**config.mk**
```make
export PLATFORM = sky130hd
export DESIGN_NAME = pipe_hazard_ctrl
export DESIGN_NICKNAME = d
export VERILOG_FILES = /design/src/rtl/pipe_hazard_ctrl.sv
export SDC_FILE = /design/constraint.sdc
export NUM_CORES = 1
export LEC_CHECK = 0
export CAP_MARGIN = 20
export CORE_ASPECT_RATIO = 1.1
export CORE_MARGIN = 3
export CORE_UTILIZATION = 45
export DETAILED_ROUTE_END_ITERATION = 16
export GPL_ROUTABILITY_DRIVEN = 1
export PLACE_DENSITY = 0.8
export SYNTH_ARGS = -nofsm -noshare
export SYNTH_HDL_FRONTEND = slang
export SYNTH_SLANG_ARGS = --single-unit
```
**constraint.sdc**
```tcl
create_clock -name clk -period 2.7 [get_ports clk]
set_clock_uncertainty 0.2 [all_clocks]
set_input_delay 0.27 -clock clk [delete_from_list [all_inputs] [get_ports clk]]
set_output_delay 0.27 -clock clk [all_outputs]
set_load 0.05 [all_outputs]
```
**src/rtl/pipe_hazard_ctrl.sv**
```systemverilog
// Pipeline hazard controller: in-flight scoreboard of post-decode destinations that
// decides fetch/decode stall, E-stage bubble and branch flush, plus a saturating stall counter.
module pipe_hazard_ctrl #(
    parameter int unsigned NSTAGE = 3,
    parameter int unsigned RW     = 5,
    parameter int unsigned FWD_EN = 0,
    parameter int unsigned CNT_W  = 16
) (
    input  logic                   clk,
    input  logic                   rst,
    input  logic                   id_valid,
    input  logic [RW-1:0]          id_rs1,
    input  logic                   id_rs1_used,
    input  logic [RW-1:0]          id_rs2,
    input  logic                   id_rs2_used,
    input  logic [RW-1:0]          id_rd,
    input  logic                   id_reg_write,
    input  logic                   id_mem_read,
    input  logic                   ex_busy,
    input  logic                   redirect,
    output logic                   stall_f,
    output logic                   stall_d,
    output logic                   bubble_e,
    output logic                   flush_d,
    output logic                   flush_e,
    output logic [NSTAGE-1:0]      stg_valid,
    output logic [NSTAGE*RW-1:0]   stg_rd,
    output logic [NSTAGE-1:0]      stg_we,
    output logic [CNT_W-1:0]       stall_cnt
);

    // How entry 0 / entry 1 are updated on the next edge.
    typedef enum logic [1:0] {
        SB_ISSUE  = 2'd0,
        SB_HOLD   = 2'd1,
        SB_FLUSH  = 2'd2,
        SB_BUBBLE = 2'd3
    } sb_op_e;

    logic [NSTAGE-1:0]         valid_q;
    logic [NSTAGE-1:0]         we_q;
    logic [NSTAGE-1:0][RW-1:0] rd_q;
    logic                      ld_e_q;     // load flag only matters while the producer sits in E
    logic [CNT_W-1:0]          stall_cnt_q;

    logic [NSTAGE-1:0]         hit_c;
    logic                      hazard_c;
    sb_op_e                    sb_op_c;

    // Per-stage RAW match against either decode source.
    always_comb begin
        hit_c = '0;
        for (int i = 0; i < int'(NSTAGE); i++) begin
            hit_c[i] = valid_q[i] & we_q[i] &
                       ((id_rs1_used & (id_rs1 != '0) & (rd_q[i] == id_rs1)) |
                        (id_rs2_used & (id_rs2 != '0) & (rd_q[i] == id_rs2)));
        end
    end

    // W is excluded: the register file writes before it is read.
    always_comb begin
        hazard_c = 1'b0;
        if (FWD_EN != 0) begin
            hazard_c = hit_c[0] & ld_e_q;
        end else begin
            for (int i = 0; i < int'(NSTAGE) - 1; i++) begin
                hazard_c = hazard_c | hit_c[i];
            end
        end
    end

    // Priority resolution: multi-cycle hold, then redirect, then data hazard.
    always_comb begin
        stall_f  = 1'b0;
        stall_d  = 1'b0;
        bubble_e = 1'b0;
        flush_d  = 1'b0;
        flush_e  = 1'b0;
        sb_op_c  = SB_ISSUE;
        if (rst) begin
            if (ex_busy) begin
                stall_f = 1'b1;
                stall_d = 1'b1;
                sb_op_c = SB_HOLD;
            end else if (redirect) begin
                flush_d = 1'b1;
                flush_e = 1'b1;
                sb_op_c = SB_FLUSH;
            end else if (id_valid && hazard_c) begin
                stall_f  = 1'b1;
                stall_d  = 1'b1;
                bubble_e = 1'b1;
                sb_op_c  = SB_BUBBLE;
            end
        end
    end

    // Scoreboard shift register.
    always_ff @(posedge clk or negedge rst) begin
        if (!rst) begin
            valid_q <= '0;
            we_q    <= '0;
            rd_q    <= '0;
            ld_e_q  <= 1'b0;
        end else begin
            for (int i = 1; i < int'(NSTAGE); i++) begin
                valid_q[i] <= valid_q[i-1];
                we_q[i]    <= we_q[i-1];
                rd_q[i]    <= rd_q[i-1];
            end
            case (sb_op_c)
                SB_HOLD: begin
                    valid_q[1] <= 1'b0;
                    we_q[1]    <= 1'b0;
                    rd_q[1]    <= '0;
                end
                SB_ISSUE: begin
                    valid_q[0] <= id_valid;
                    we_q[0]    <= id_reg_write & id_valid;
                    rd_q[0]    <= id_rd;
                    ld_e_q     <= id_mem_read & id_valid;
                end
                default: begin
                    valid_q[0] <= 1'b0;
                    we_q[0]    <= 1'b0;
                    rd_q[0]    <= '0;
                    ld_e_q     <= 1'b0;
                end
            endcase
        end
    end

    // Saturating count of decode-stall cycles.
    always_ff @(posedge clk or negedge rst) begin
        if (!rst) begin
            stall_cnt_q <= '0;
        end else if (stall_d && (stall_cnt_q != {CNT_W{1'b1}})) begin
            stall_cnt_q <= stall_cnt_q + CNT_W'(1);
        end
    end

    assign stg_valid = valid_q;
    assign stg_we    = we_q;
    assign stg_rd    = rd_q;
    assign stall_cnt = stall_cnt_q;

endmodule

```
---- Word level (Yosys, flattened, before mapping) ----
Cells that the tools add are included.
storage, ports and cells
  register bits after elaboration ......... 37
cells by class
  reduce and logical (&&, ||, !) cells .... 5
  muxes and demuxes ....................... 19
  bitwise operators ....................... 14
  equal/unequal tests ..................... 6
  add/subtract/negate cells ............... 1
operator list
  operator                                             number
  equality test 5 bit                                  4
  adder 16 x 1 -> 16 bit, second input constant        1
  != test 16 bit, second input constant                1
  AND 1 bit                                            11
  two-way mux 1 bit                                    11
  one-hot mux 5 bit (2 select lines)                   1
  nonzero test 5 bit                                   2
  two-way mux 2 bit                                    4
  two-way mux 5 bit                                    1
  one-hot mux 1 bit (2 select lines)                   2
  OR 1 bit                                             3
  equality test 2 x 1 -> 1 bit, second input constant  1
  logical AND 1 bit                                    2
  logical NOT 2 bit                                    1

---- Depth between registers and ports, before layout ----
  depth after elaboration ................. 13
  gate-level depth with buffers ........... 7

---- Worst setup path before layout ----
OpenSTA, ideal clock, no wires.
  kind .................................... register to output
  start ................................... reg rd_q, in the netlist stg_rd[3]
  end ..................................... out bubble_e
  cell stages (with the launch flop) ...... 7
  path buffers ............................ 0
  slack ................................... -782 ps
  data required time ...................... 2230 ps
  data arrival time ....................... 3012 ps
  cells stage by stage .................... dfrtp_1 -> xor2_1 -> nor4_1 -> a22oi_2 -> o22ai_1 -> nand2_1 -> nor4_1
between the ends
  longest elaborated chain between the ends .. 10
ends and longest elaborated chain
  item                                           RTL line  RTL
  start, declared                                42        logic [NSTAGE-1:0][RW-1:0] rd_q;
  start signal, assigned by index                109       rd_q[i] <= rd_q[i-1];
  equality test 5 bit, on equally long branches  55, 56
  AND 1 bit, on equally long branches            55, 56
  OR 1 bit (*)                                   55        ((id_rs1_used & (id_rs1 != '0) & (rd_q[i] == id_rs1)) |
  AND 1 bit (*)                                  54        hit_c[i] = valid_q[i] & we_q[i] &
  OR 1 bit (*)                                   67        hazard_c = hazard_c | hit_c[i];
  logical AND 1 bit (*)                          89        end else if (id_valid && hazard_c) begin
  two-way mux 1 bit (*)                          89
  two-way mux 1 bit (*)                          85        end else if (redirect) begin
  two-way mux 1 bit (*)                          81        if (ex_busy) begin
  two-way mux 1 bit (*)                          80        if (rst) begin
  end, declared                                  23        output logic bubble_e,
Every way passes the cells marked *; elsewhere a longest branch is shown, timed or not.

---- Final worst setup path ----
  start ................................... in id_rs1[3]
  end ..................................... out stall_f
between the ends
  longest elaborated chain between the ends .. 11
ends and longest elaborated chain
  item                   RTL line  RTL
  start, declared        12        input logic [RW-1:0] id_rs1,
  nonzero test 5 bit     n/a
  AND 1 bit              n/a
  AND 1 bit              55
  OR 1 bit               55
  AND 1 bit              54
  OR 1 bit (*)           67
  logical AND 1 bit (*)  89
  two-way mux 1 bit (*)  89
  two-way mux 1 bit (*)  85
  two-way mux 1 bit (*)  81
  two-way mux 1 bit (*)  80
  end, declared          21        output logic stall_f,
Marked as above.

==> metrics.md <==
| Metric | Value |
|---|---|
| # IOs | `66` |
| Via Count | `1,606` |
| Post-DR vias/cell | `between 5 and 6` |
| CTS tree | `yes` |
| Final setup viols | `0` |
| Power per standard cell area | `639 nW/um^2` |
| Ys async rst share | `1.00` |
| TritonCTS Buffers | `5` |
| Die area | `4970 um^2` |
| Main flop type after synthesis | `dfrtp_1` |
| DRT antenna net count | `0` |
| Largest net degree at the start of global routing | `25` |
| Worst slew margin | `0.635` |
| Leakage | `1.21 nW` |
| NumNets Final | `about 270` |
| CP Max Fanout | `5` |
| # rows | `23` |
| Post-synth EDFFs | `0` |
| CP startpoint | `id_rs1[3]` |
| Arrival time worst endpoint | `2.14 ns` |
| Gr usage total | `0.203` |
| Clk pin slew, worst setup/hold paths | `0.08 ns` |
| Filler cell count | `between 200 and 300` |
| Share of post-route cells with drive strength above 1 | `0.189` |
| Vias in the first global route | `1,609` |
| Hold Vio Cnt, Final | `0` |
| Hold Path Depth | `0` |
| Post CTS Setup Buffer Count | `0` |
| Post-layout min period | `2.61 ns` |
| Placed Instance Area | `2690 um^2` |
| Unrepaired setup endpoints after global routing | `yes` |
| Dpl hpwl | `3550 um` |
| Final RePlAce weighted congestion | `0.861` |
| Initial Util | `0.489` |
| Type of origin of the critical path | `input pin` |
| Mean area per synthesized cell | `11.3 um^2` |
| Register-to-register path setup slack | `0.45 ns` |
| Synthesized cell area | `between 1500 and 2000 um^2` |
| Clk buf depth | `2` |
| R2r worst-path depth | `6` |
| # clock sinks | `37` |
| CP required | `2.23 ns` |
| Syn Inst Count | `166` |
| Initial drt markers | `76` |
| Remaining DRCs | `0` |
| N_diodes | `0` |
| F_max | `383 MHz` |
| Congestion Overflow GR | `0` |
| Slew Viols, Final | `0` |
| Clock Latency Late Sink | `roughly 0.29 ns` |
| #FFs+latches synth | `37` |
| Initial antenna violation count | `0` |
| Syn Nets | `191` |
| Core Box Area | `3830 um^2` |
| Crit path capture type | `output pin` |
| Worst min-delay path endpoint | `stg_valid[2]` |
| Area grow syn2layout | `53.0%` |
| HP Class | `flop to flop` |
| First-pass GRT wire length | `7450 um` |
| Final period utilization | `0.967` |
| Status | `finished, final reports clean` |
| Die Wd | `67.5 um` |
| Setup Crit Path Kind | `input pin to output pin` |
| Routed length per instance | `around 16 um` |
| Worst min-delay path startpoint | `stg_valid[1]` |
| Routed WL | `4880 um` |
| R2R Path End | `stg_rd[3]` |
| Total iterations of the first detailed-routing run | `4` |
| Setup TNS | `0 ns` |
| Peak VDD IR | `between 0.0004 and 0.0005 V` |
| Clk root buf | `clkbuf_8` |
| Port bufs | `64` |
| H-tree Lvls | `2` |
| Die H | `73.6 um` |
| Slew @ Worst Pin | `0.545 ns` |
| Synth unique cells | `37` |
| Critical R2R Launch | `stg_rd[3]` |
| Post-route cell area | `roughly 2900 um^2` |
| Fraction of the yosys area taken by sequential cells | `0.495` |
| Synth warn | `0` |
| Max-Cap Viols | `0` |
Yosys cell counts, types with 2 or more instances:
library cell,instances,share of area
dfrtp_1,37,0.49
or3b_1,2,0.0094
nor2_1,9,0.018
nand3_1,8,0.021
xnor2_1,14,0.066
nor3_1,2,0.0054
nor4_1,4,0.013
nand4_1,11,0.037
nor3b_1,2,0.0080
and3_1,6,0.020
and2_1,8,0.027
buf_4,2,0.0080
a22o_1,6,0.028
o21ai_2,2,0.0094
inv_1,4,0.0080
or4_1,2,0.0080
nand2_1,8,0.016
xor2_1,20,0.094
how the worst max path moves through the flow:
stage / end / slack, ns / cells after the start
after floorplan: stall_f / 0.05 / 6
after global placement: bubble_e / 0.004 / 9
after detailed placement: bubble_e / -0.01 / 9
after CTS: bubble_e / 0.004 / 9
after global routing: bubble_e / 0.002 / 7
final: stall_f / 0.09 / 7
per-stage QoR:
step	hold slack (ns)	utilization	total power [W]	instances	setup slack [ns]
floorplan	-0.226	-	0.00107	166	0.0539
global placement	0.0383	0.702	0.00131	290	0.00409
detailed placement	0.0461	0.702	0.00132	290	-0.0128
CTS	0.213	0.739	0.00183	299	0.00365
global route	0.222	0.748	0.00190	299	0.00245
finish	0.211	0.748	0.00183	299	0.0892
kinds of logic (layout without fill, tap and decap cells):
kind of cell               after synthesis  in the layout  share of synthesized area
and+or+nand+nor                         66             66                      0.203
buffers and inverters                    9             92                     0.0267
DFF                                     37             37                      0.495
muxes                                    1              1                    0.00602
adders and majority gates                1              1                    0.00669
xor gates and xnor gates                34             34                      0.159
AOI/OAI and AO/OA                       18             18                      0.104
state kept, by name (all words and copies together), names as in the netlist:
register,cells
stall_cnt,16
stg_rd,15
stg_valid,3
stg_we,3
per-layer routing:
metal  track usage  vias to the layer above  wire, um
met3        0.0489                        6       326
met1         0.247                      777      2070
li1              -                      759         -
met5             0                        -         0
met4        0.0653                        0        46
met2         0.350                       64      2440
area by class of cell:
cell class,instances,area [um^2],share of cell area
multi-input cells,120,948,0.331
flip-flops and latches,37,928,0.324
repair buffers,80,788,0.275
clock buffers,6,82.6,0.0288
well taps,50,62.6,0.0219
clock inverters,2,37.5,0.0131
inverters,4,15.0,0.00524
power by group:
| part | leakage [nW] | internal, W | switching (W) |
|---|---|---|---|
| sequential | 0.473 | 0.000621 | 0.0000829 |
| clock | 0.0574 | 0.000300 | 0.000206 |
| combinational | 0.684 | 0.000236 | 0.000382 |
critical path, cell delays in order:
cell and delay, ns:
clkdlybuf4s50_1 0.49, or4_4 0.52, o21ai_2 0.17, or3b_1 0.18
o221ai_4 0.14, and2_4 0.22, buf_12 0.15
cells in the final DEF, fill, tap and decap left out, types with 2 or more instances in the layout:
cell and n:
and2_1 7, buf_4 17, inv_1 4, dfrtp_1 35, dlymetal6s2s_1 2, buf_12 3
a22o_1 6, clkbuf_8 6, nor4_2 4, nand2_1 7, nor2_1 9, dfrtp_2 2
nor3b_1 2, nor3_1 2, and3_1 6, nand3_1 8, clkdlybuf4s50_1 56, or3b_1 2
xor2_1 20, xnor2_1 14, a22oi_2 2, o21ai_2 2, nand4_1 11
repair_timing:
item,CTS,global route
pin swaps,0,2
hold buffers,1,0
setup endpoints to repair,1,3
resized for setup,2,10
endpoints found under the hold margin,9,0
Note: power is estimated with default switching activity, not from simulation.
